### config.mk
export PLATFORM = sky130hd
export DESIGN_NAME = vga_sprite_compositor
export DESIGN_NICKNAME = d
export VERILOG_FILES = /design/src/rtl/vga_sprite_compositor.sv
export SDC_FILE = /design/constraint.sdc
export NUM_CORES = 1
export LEC_CHECK = 0
export BUFFER_PORTS_ARGS = -buffer_cell sky130_fd_sc_hd__buf_2
export CORE_ASPECT_RATIO = 1.4
export CORE_MARGIN = 2
export CORE_UTILIZATION = 44
export CTS_BUF_LIST = sky130_fd_sc_hd__clkbuf_8 sky130_fd_sc_hd__clkbuf_16
export DETAILED_ROUTE_END_ITERATION = 7
export GPL_TIMING_DRIVEN = 1
export PLACE_DENSITY_LB_ADDON = 0.2
export SETUP_SLACK_MARGIN = 0.3
export SKIP_CTS_REPAIR_TIMING = 1
export SYNTH_ARGS = -nofsm -noshare
export SYNTH_HDL_FRONTEND = slang
export SYNTH_SLANG_ARGS = --single-unit
export TNS_END_PERCENT = 20
### constraint.sdc
create_clock -name vga_clk_i -period 5.8 [get_ports vga_clk_i]
set_input_delay 1.74 -clock vga_clk_i [delete_from_list [all_inputs] [get_ports vga_clk_i]]
set_output_delay 1.74 -clock vga_clk_i [all_outputs]
set_load 0.05 [all_outputs]
### src/rtl/vga_sprite_compositor.sv
// Sprite/background compositor with alive bitmap, hit detection, score
// and a frame-synchronised PLAY/WIN/LOSE game-state machine.
module vga_sprite_compositor #(
  parameter int N_ALIENS     = 5,
  parameter int N_MISSILES   = 8,
  parameter int PIX_W        = 4,
  parameter int SCORE_W      = 8,
  parameter int PTS_PER_KILL = 1
) (
  input  logic                  vga_clk_i,
  input  logic                  vga_rst_i,
  input  logic                  video_on_i,
  input  logic                  frame_start_i,
  input  logic [N_ALIENS-1:0]   alien_active_i,
  input  logic [PIX_W-1:0]      alien_pix_i,
  input  logic [N_MISSILES-1:0] missile_active_i,
  input  logic [PIX_W-1:0]      missile_pix_i,
  input  logic                  player_active_i,
  input  logic [PIX_W-1:0]      player_pix_i,
  input  logic [PIX_W-1:0]      bg_pix_i,
  input  logic [PIX_W-1:0]      win_pix_i,
  input  logic [PIX_W-1:0]      lose_pix_i,
  input  logic                  landed_i,
  input  logic                  restart_i,
  output logic [PIX_W-1:0]      vga_r,
  output logic [PIX_W-1:0]      vga_g,
  output logic [PIX_W-1:0]      vga_b,
  output logic [N_ALIENS-1:0]   alien_alive_o,
  output logic [N_MISSILES-1:0] missile_hit_o,
  output logic [1:0]            game_state_o,
  output logic [SCORE_W-1:0]    score_o
);

  typedef enum logic [1:0] {
    PLAY = 2'b00,
    WIN  = 2'b01,
    LOSE = 2'b10
  } state_e;

  localparam int SUM_W = SCORE_W + 6;
  localparam logic [SUM_W-1:0] SCORE_MAX = {6'b0, {SCORE_W{1'b1}}};

  state_e                state_q, state_d;
  logic [N_ALIENS-1:0]   alive_q, alive_d, kill;
  logic [N_MISSILES-1:0] hit_q, hit_d;
  logic [SCORE_W-1:0]    score_q, score_d;
  logic [PIX_W-1:0]      pix_q, pix_d, mux;
  logic                  land_q, land_d;
  logic                  rstp_q, rstp_d;
  logic                  hit_any, reload;
  logic [SUM_W-1:0]      nkill, sum;

  always_comb begin
    hit_any = video_on_i & (state_q == PLAY) & (|missile_active_i);
    kill    = alien_active_i & alive_q & {N_ALIENS{hit_any}};
    nkill   = '0;
    for (int i = 0; i < N_ALIENS; i++) begin
      nkill = nkill + SUM_W'(kill[i]);
    end
    sum = SUM_W'(score_q) + nkill * SUM_W'(PTS_PER_KILL);
  end

  // Pending restart outranks the win check so a new game always starts clean.
  always_comb begin
    state_d = state_q;
    reload  = 1'b0;
    if (frame_start_i) begin
      if (rstp_q) begin
        state_d = PLAY;
        reload  = 1'b1;
      end else if (state_q == PLAY) begin
        if (alive_q == '0) begin
          state_d = WIN;
        end else if (land_q) begin
          state_d = LOSE;
        end
      end
    end
  end

  always_comb begin
    land_d  = (land_q & ~frame_start_i) | (landed_i & (state_q == PLAY));
    rstp_d  = (rstp_q & ~frame_start_i) | restart_i;
    alive_d = reload ? '1 : (alive_q & ~kill);
    hit_d   = missile_active_i & {N_MISSILES{|kill}};
    if (reload) begin
      score_d = '0;
    end else if (sum > SCORE_MAX) begin
      score_d = {SCORE_W{1'b1}};
    end else begin
      score_d = sum[SCORE_W-1:0];
    end
  end

  always_comb begin
    mux = bg_pix_i;
    case (state_q)
      WIN:  mux = win_pix_i;
      LOSE: mux = lose_pix_i;
      default: begin
        if (|(alien_active_i & alive_q)) begin
          mux = alien_pix_i;
        end else if (|missile_active_i) begin
          mux = missile_pix_i;
        end else if (player_active_i) begin
          mux = player_pix_i;
        end
      end
    endcase
    pix_d = video_on_i ? mux : '0;
  end

  always_ff @(posedge vga_clk_i) begin
    if (vga_rst_i) begin
      state_q <= PLAY;
      alive_q <= '1;
      hit_q   <= '0;
      score_q <= '0;
      pix_q   <= '0;
      land_q  <= 1'b0;
      rstp_q  <= 1'b0;
    end else begin
      state_q <= state_d;
      alive_q <= alive_d;
      hit_q   <= hit_d;
      score_q <= score_d;
      pix_q   <= pix_d;
      land_q  <= land_d;
      rstp_q  <= rstp_d;
    end
  end

  assign vga_r         = pix_q;
  assign vga_g         = pix_q;
  assign vga_b         = pix_q;
  assign alien_alive_o = alive_q;
  assign missile_hit_o = hit_q;
  assign game_state_o  = state_q;
  assign score_o       = score_q;

endmodule

== Yosys cells after proc, flatten, opt, wreduce, memory -nomap -nowiden ==
Index checks and enable logic that the tools add are counted.
Widths: inputs -> output; s select.

* $add $sub $neg: 5
* Magnitude comparators: 1
* Eq/ne operators: 2
* Mux-type cells: 11
* Bitwise operators: 14
* Reductions and logical operators: 10

{| class="wikitable"
|+ Operators by type and width
! operator !! count
|-
| $and 5x5->5 || 3
|-
| $mux 4 || 3
|-
| $reduce_or 5->1 || 2
|-
| $add 8x5->9 || 1
|-
| $gt 9x8->1 const B || 1
|-
| $and 8x8->8 || 1
|-
| $mux 2 || 4
|-
| $mux 8 || 1
|-
| $pmux 4 s2 || 1
|-
| $reduce_or 8->1 || 1
|-
| $add 4x1->5 || 1
|-
| $and 1x1->1 || 5
|-
| $logic_not 5->1 || 1
|-
| $not 5->5 || 1
|-
| $add 3x1->4 || 1
|-
| $reduce_or 2->1 || 2
|-
| $add 2x1->3 || 1
|-
| $reduce_and 3->1 || 1
|-
| $reduce_bool 3->1 || 1
|-
| $add 1x1->2 || 1
|-
| $eq 2x1->1 const B || 1
|-
| $eq 2x2->1 const B || 1
|-
| $logic_not 2->1 || 1
|-
| $mux 1 || 2
|-
| 3 further kinds || 5
|}

* Register bits after elaboration: 29
* Input bits: 44
* Output and inout bits: 35
* Logic and storage cells: 50

== Longest topological paths before layout ==
* Depth after elaboration: 11
* Gate-level depth with buffers: 12
* Gate-level depth less buffers: 12

== Least setup slack after synthesis ==
OpenSTA, ideal clock, no wires.

* Kind: in2reg
* Start: input missile_active_i[5]
* End: register score_q[4], in the netlist score_o[4]
* Library setup time: 0.071 ns
* Arrival time: 4.853 ns
* Data required time: 5.729 ns
* Path slack: 0.876 ns
* Stages: 12
* Path buffers: 0
* Cells stage by stage: nor4_1 -> nand2_1 -> nand3_2 -> nor2_1 -> fa_1 -> fa_1 -> ha_1 -> fa_1 -> a21o_1 -> and3_1 -> or2_2 -> a21oi_1

* Cells in the longest elaborated chain, start to end: 10

{| class="wikitable"
|+ Ends and longest elaborated chain
! item !! RTL line !! RTL
|-
| start, declared || 16 || <nowiki>input logic [N_MISSILES-1:0] missile_active_i,</nowiki>
|-
| $reduce_or 8->1 * || 54 || <nowiki>hit_any = video_on_i & (state_q == PLAY) & (|missile_active_i);</nowiki>
|-
| $and 1x1->1 * || 54 ||
|-
| $and 5x5->5 * || 55 || <nowiki>kill = alien_active_i & alive_q & {N_ALIENS{hit_any}};</nowiki>
|-
| $add 1x1->2 || 58 || <nowiki>nkill = nkill + SUM_W'(kill[i]);</nowiki>
|-
| $add 2x1->3 || 58 ||
|-
| $add 3x1->4 || 58 ||
|-
| $add 4x1->5 * || 58 ||
|-
| $add 8x5->9 * || 60 || <nowiki>sum = SUM_W'(score_q) + nkill * SUM_W'(PTS_PER_KILL);</nowiki>
|-
| $gt 9x8->1 || 88 || <nowiki>end else if (sum > SCORE_MAX) begin</nowiki>
|-
| $mux 8 * || 88 ||
|-
| end signal, assigned || 126 || <nowiki>score_q <= score_d;</nowiki>
|-
| end, declared || 46 || <nowiki>logic [SCORE_W-1:0] score_q, score_d;</nowiki>
|}

Mark *: on every way between the ends. The rest lies on a longest branch, timed or not.
A chain may end at the register's enable or synchronous reset.

== Worst setup path after layout ==
Ends and elaborated chain as after synthesis.

==> metrics list <==
- Max_slew headroom: 0.7048
- The die covers 3869 um2.
- The run finished with clean final reports.
* Clk pwr share: 0.308
- Share of layout cells above drive strength 1: 0.4034
* Clock Sink Count: 29
- Power Internal: 379.6 uW
* Maximum clock frequency: 0.2009 GHz
- After layout, the minimum clock period comes to 4.978 ns.
- Post-route clock period utilization: 0.8583
- The largest single stage delay on the critical path is 0.49 ns.
* Setup CP Type: primary input to flop
- Initial antenna violation count: 0
- The count of pins over their slew limit was 0.
- After clock tree synthesis, the clock-pin slew on the worst setup and hold paths is 0.06 ns.
- The synthesized design contains 0 enable-type register cells.
* Post-synthesis instance area: 1488 um2
- On the final layout, the worst clock skew is 0.004369 ns.
- Setup violations remaining at the end of the flow were counted as 0.
- Leakage power total: 1.038 nW
- Transition time at the pin with the least slew margin: 0.4428 ns
- Yosys instantiated no cell more often than sky130_fd_sc_hd__dfxtp_1.
- Total power density per cell area: 294.2 nW/um2
* Switching share of power: 0.3387
- The count of buffers added on input and output ports is 78.
* Final-layout fill cell count: 344
- Count of routing violations after the opening detailed-route iteration: 42
- The tool flagged a number of max-cap violations equal to 0.
- CP startpoint: missile_active_i[5]
* Post-route antenna net violation count: 0
- Synthesis instantiated 35 different standard cells from the library.
* Portion of total power attributed to sequential cells: 0.391
- The H-tree generated during clock tree synthesis spans 2 levels.
- Yosys printed 0 warnings.
- Via count of the first global-routing pass: 1298
* Number of antenna diodes: 0
* Clock tree from TritonCTS: built
- Horizontal extent of the die: 53.15 um
- Worst flop-to-flop path startpoint: game_state_o[0]
- Routability congestion estimate: 0.8226
* Critical-path cell list: buf_2 -> nor4_1 -> nand2_1 -> nand3_2 -> nor2_1 -> fa_1 -> fa_1 -> ha_1 -> fa_1 -> a21o_1 -> and3_1 -> or2_2 -> a21oi_1
- Across all register-to-register paths, the minimum setup slack is 2.18 ns.
* Total routing resource utilization after global routing: 0.1812
- Dividing the detail-routed wire length by the instance count gives 12.18 um.
- The initial utilization of the core area, before any placement, comes to 0.4487.
* Sum of overflow across all layers after global routing: 0
* Startpoint type of the worst setup path: primary input
- After synthesis, the share of flip-flops with an asynchronous set or reset is 0.
- Averaged over all synthesized cells, the footprint is 9.416 um2.
- For the worst setup path, the data required time is 6.00 ns.
- Final-layout setup total negative slack: 0 ns
- Of the synthesized area, sequential elements account for 0.3902.
* Comb pwr share: 0.301
- Critical hold path startpoint: land_q
* Hold Path End: land_q
- Counting flops and latches in the post-synthesis netlist gives 29.
- Total I/O pin count: 79
* Biggest area consumer among synthesized cells: sky130_fd_sc_hd__dfxtp_1
* Iteration count of the initial detailed-routing pass: 4
- Total vias in the final route: 1398
- Clock tree synthesis selected as its root buffer the cell sky130_fd_sc_hd__clkbuf_8.
- After detailed routing, the number of vias per cell comes to 5.121.
- The worst register-to-register path ends at score_o[4].
- Row generation in the floorplan step produced 25 rows.
- By area the synthesized netlist is led by sky130_fd_sc_hd__dfxtp_1 (39%), sky130_fd_sc_hd__a21oi_1 (6.7%), sky130_fd_sc_hd__ha_1 (5.9%), sky130_fd_sc_hd__fa_1 (4.0%), sky130_fd_sc_hd__buf_4 (4.0%).
- Kind of capture point of the worst setup path: flop
- The first global-routing pass estimated 5278 um of wire.
- Hold is met by 0.5286 ns.
* Post-layout nets: 286
- Synthesis produced a netlist with a net count of 212.
- Setup repair after global routing missed its margin: false
- IR analysis of the VDD net gives a maximum drop of 0.0002595 V.
* Maximum fanout along the worst path: 10
* Worst Reg2Reg Path Length in Cells: 12
- At the later pin of the worst-skew pair, clock insertion delay measures 0.27 ns.
- Measured on the finished design, the core utilization comes to 0.5883.
- The commonest cells after synthesis are sky130_fd_sc_hd__dfxtp_1 (29), sky130_fd_sc_hd__a21oi_1 (20), sky130_fd_sc_hd__nand2_1 (13).
- The floorplan step defined a core boundary enclosing 3316 um2.
- Buffers inserted during clock tree synthesis total 5.
* HPWL after DPL: 2756 um
* Pin count of the biggest net entering global routing: 14
* Slowest cell on crit path: sky130_fd_sc_hd__fa_1
- The clock passes through at most 2 buffers.
* Drt total wl: 3326 um
- Measured along the y axis, the die boundary spans 72.80 um.
* Most used DFF post-synth: sky130_fd_sc_hd__dfxtp_1
* Number of cells on the worst hold path: 2
- Count of mapped cells out of synthesis: 158
- The min-delay analysis places its worst path in the category flop to flop.
- Summed over all nets, the switching power comes to 194.4 uW.
* DRC Markers: 0
- The number of endpoints with negative hold slack in the final report is 0.
- The share of synthesized area in the top cell type comes to 0.3902.
* Cell type with the highest occurrence count on the critical path: sky130_fd_sc_hd__fa_1
- Area growth, synth to finish: 31.12%
- Data arrival at the endpoint of the critical path: 5.18 ns
## per-stage QoR
step | area (um2) | cells | setup WS [ns] | power [mW]
6_report | 1951 | 273 | 0.8220 | 0.5740
4_1_cts | 1951 | 273 | 0.8046 | 0.5826
5_1_grt | 1951 | 273 | 0.5888 | 0.6073
3_5_place_dp | 1849 | 265 | 0.5242 | 0.4041
2_1_floorplan | 1488 | 158 | 0.8763 | 0.3615
3_3_place_gp | 1849 | 265 | 0.5606 | 0.4033
## cells in the final DEF (no fill, tap or decap)
| master | n |
|---|---|
| sky130_fd_sc_hd__a22oi_1 | 5 |
| sky130_fd_sc_hd__a222oi_1 | 1 |
| sky130_fd_sc_hd__mux2_2 | 4 |
| sky130_fd_sc_hd__inv_1 | 6 |
| sky130_fd_sc_hd__o31ai_1 | 4 |
| sky130_fd_sc_hd__a21o_1 | 4 |
| sky130_fd_sc_hd__xnor2_1 | 2 |
| sky130_fd_sc_hd__dfxtp_1 | 29 |
| sky130_fd_sc_hd__a211oi_1 | 2 |
| sky130_fd_sc_hd__a2bb2oi_1 | 1 |
| sky130_fd_sc_hd__or2_2 | 1 |
| sky130_fd_sc_hd__nand4_1 | 2 |
| sky130_fd_sc_hd__nor4b_4 | 1 |
| sky130_fd_sc_hd__o211ai_1 | 1 |
| sky130_fd_sc_hd__o22a_1 | 5 |
| sky130_fd_sc_hd__nand3_1 | 1 |
| sky130_fd_sc_hd__nor3_1 | 2 |
| sky130_fd_sc_hd__and2b_2 | 1 |
| sky130_fd_sc_hd__nor4_1 | 2 |
| sky130_fd_sc_hd__mux2i_1 | 4 |
| sky130_fd_sc_hd__nor2_1 | 11 |
| sky130_fd_sc_hd__xor2_1 | 1 |
| sky130_fd_sc_hd__clkinv_2 | 1 |
| sky130_fd_sc_hd__nand3_2 | 1 |
| sky130_fd_sc_hd__nand2b_1 | 1 |
| sky130_fd_sc_hd__and4b_1 | 1 |
| sky130_fd_sc_hd__and2_1 | 8 |
| sky130_fd_sc_hd__ha_1 | 7 |
| sky130_fd_sc_hd__fa_1 | 3 |
| sky130_fd_sc_hd__clkbuf_8 | 7 |
| sky130_fd_sc_hd__a21oi_1 | 20 |
| sky130_fd_sc_hd__nand2_1 | 13 |
| sky130_fd_sc_hd__a31oi_1 | 1 |
| sky130_fd_sc_hd__and3_1 | 2 |
| sky130_fd_sc_hd__buf_2 | 78 |
## state kept, by name (all words and copies together), names as in the netlist
signal / count
land_q: 1
rstp_q: 1
missile_hit_o: 8
score_o: 8
vga_b: 4
game_state_o: 2
alien_alive_o: 5
## cells by family after synthesis
logic type / synth area share
AOI/OAI and AO/OA: 0.1943
xor gates and xnor gates: 0.01767
adders and majority gates: 0.09924
buffers and inverters: 0.06813
DFF: 0.3902
muxes: 0.05719
and+or+nand+nor: 0.1733
## critical path, delay by kind of cell
family	cells	cell delay (ns)
compound gates	2	0.31
fa+ha+maj	4	1.63
buf+inv	1	0.10
simple gates	6	1.40
## layout make-up
class	instances	area (um2)	area share
clock buffer	7	96.34	0.04939
clock inverter	1	5.005	0.002566
inverter	6	22.52	0.01155
multi-input combinational	112	805.8	0.4131
sequential	29	580.6	0.2976
tap	40	50.05	0.02566
timing repair buffer	78	390.4	0.2001
## metal layers
layer  wire length (um)  vias up  GRT usage  share of wire
li1                   -      707          -              -
met1               1239      628     0.1922           0.37
met2               1740       61     0.3361           0.52
met3                324        2    0.05943          0.097
met4                 21        0    0.04274         0.0063
met5                  0        -          0              0
## power by group through the flow
stage / Sequential (mW) / Combinational (mW) / Clock [mW]
3_3_place_gp: 0.229 / 0.174 / 0
2_1_floorplan: 0.278 / 0.0836 / 0
5_1_grt: 0.227 / 0.189 / 0.192
4_1_cts: 0.225 / 0.175 / 0.182
3_5_place_dp: 0.229 / 0.175 / 0
6_report: 0.225 / 0.173 / 0.177
## how the worst max path moves through the flow
stage                      end  slack (ns)  cells past startpoint
floorplan           score_o[4]        0.88                     12
global placement    score_o[4]        0.56                     13
detailed placement  score_o[4]        0.52                     13
CTS                 score_o[4]        0.80                     13
global route        score_o[4]        0.59                     13
finish              score_o[4]        0.82                     13
No activity file was read; power rests on OpenSTA's default activity.
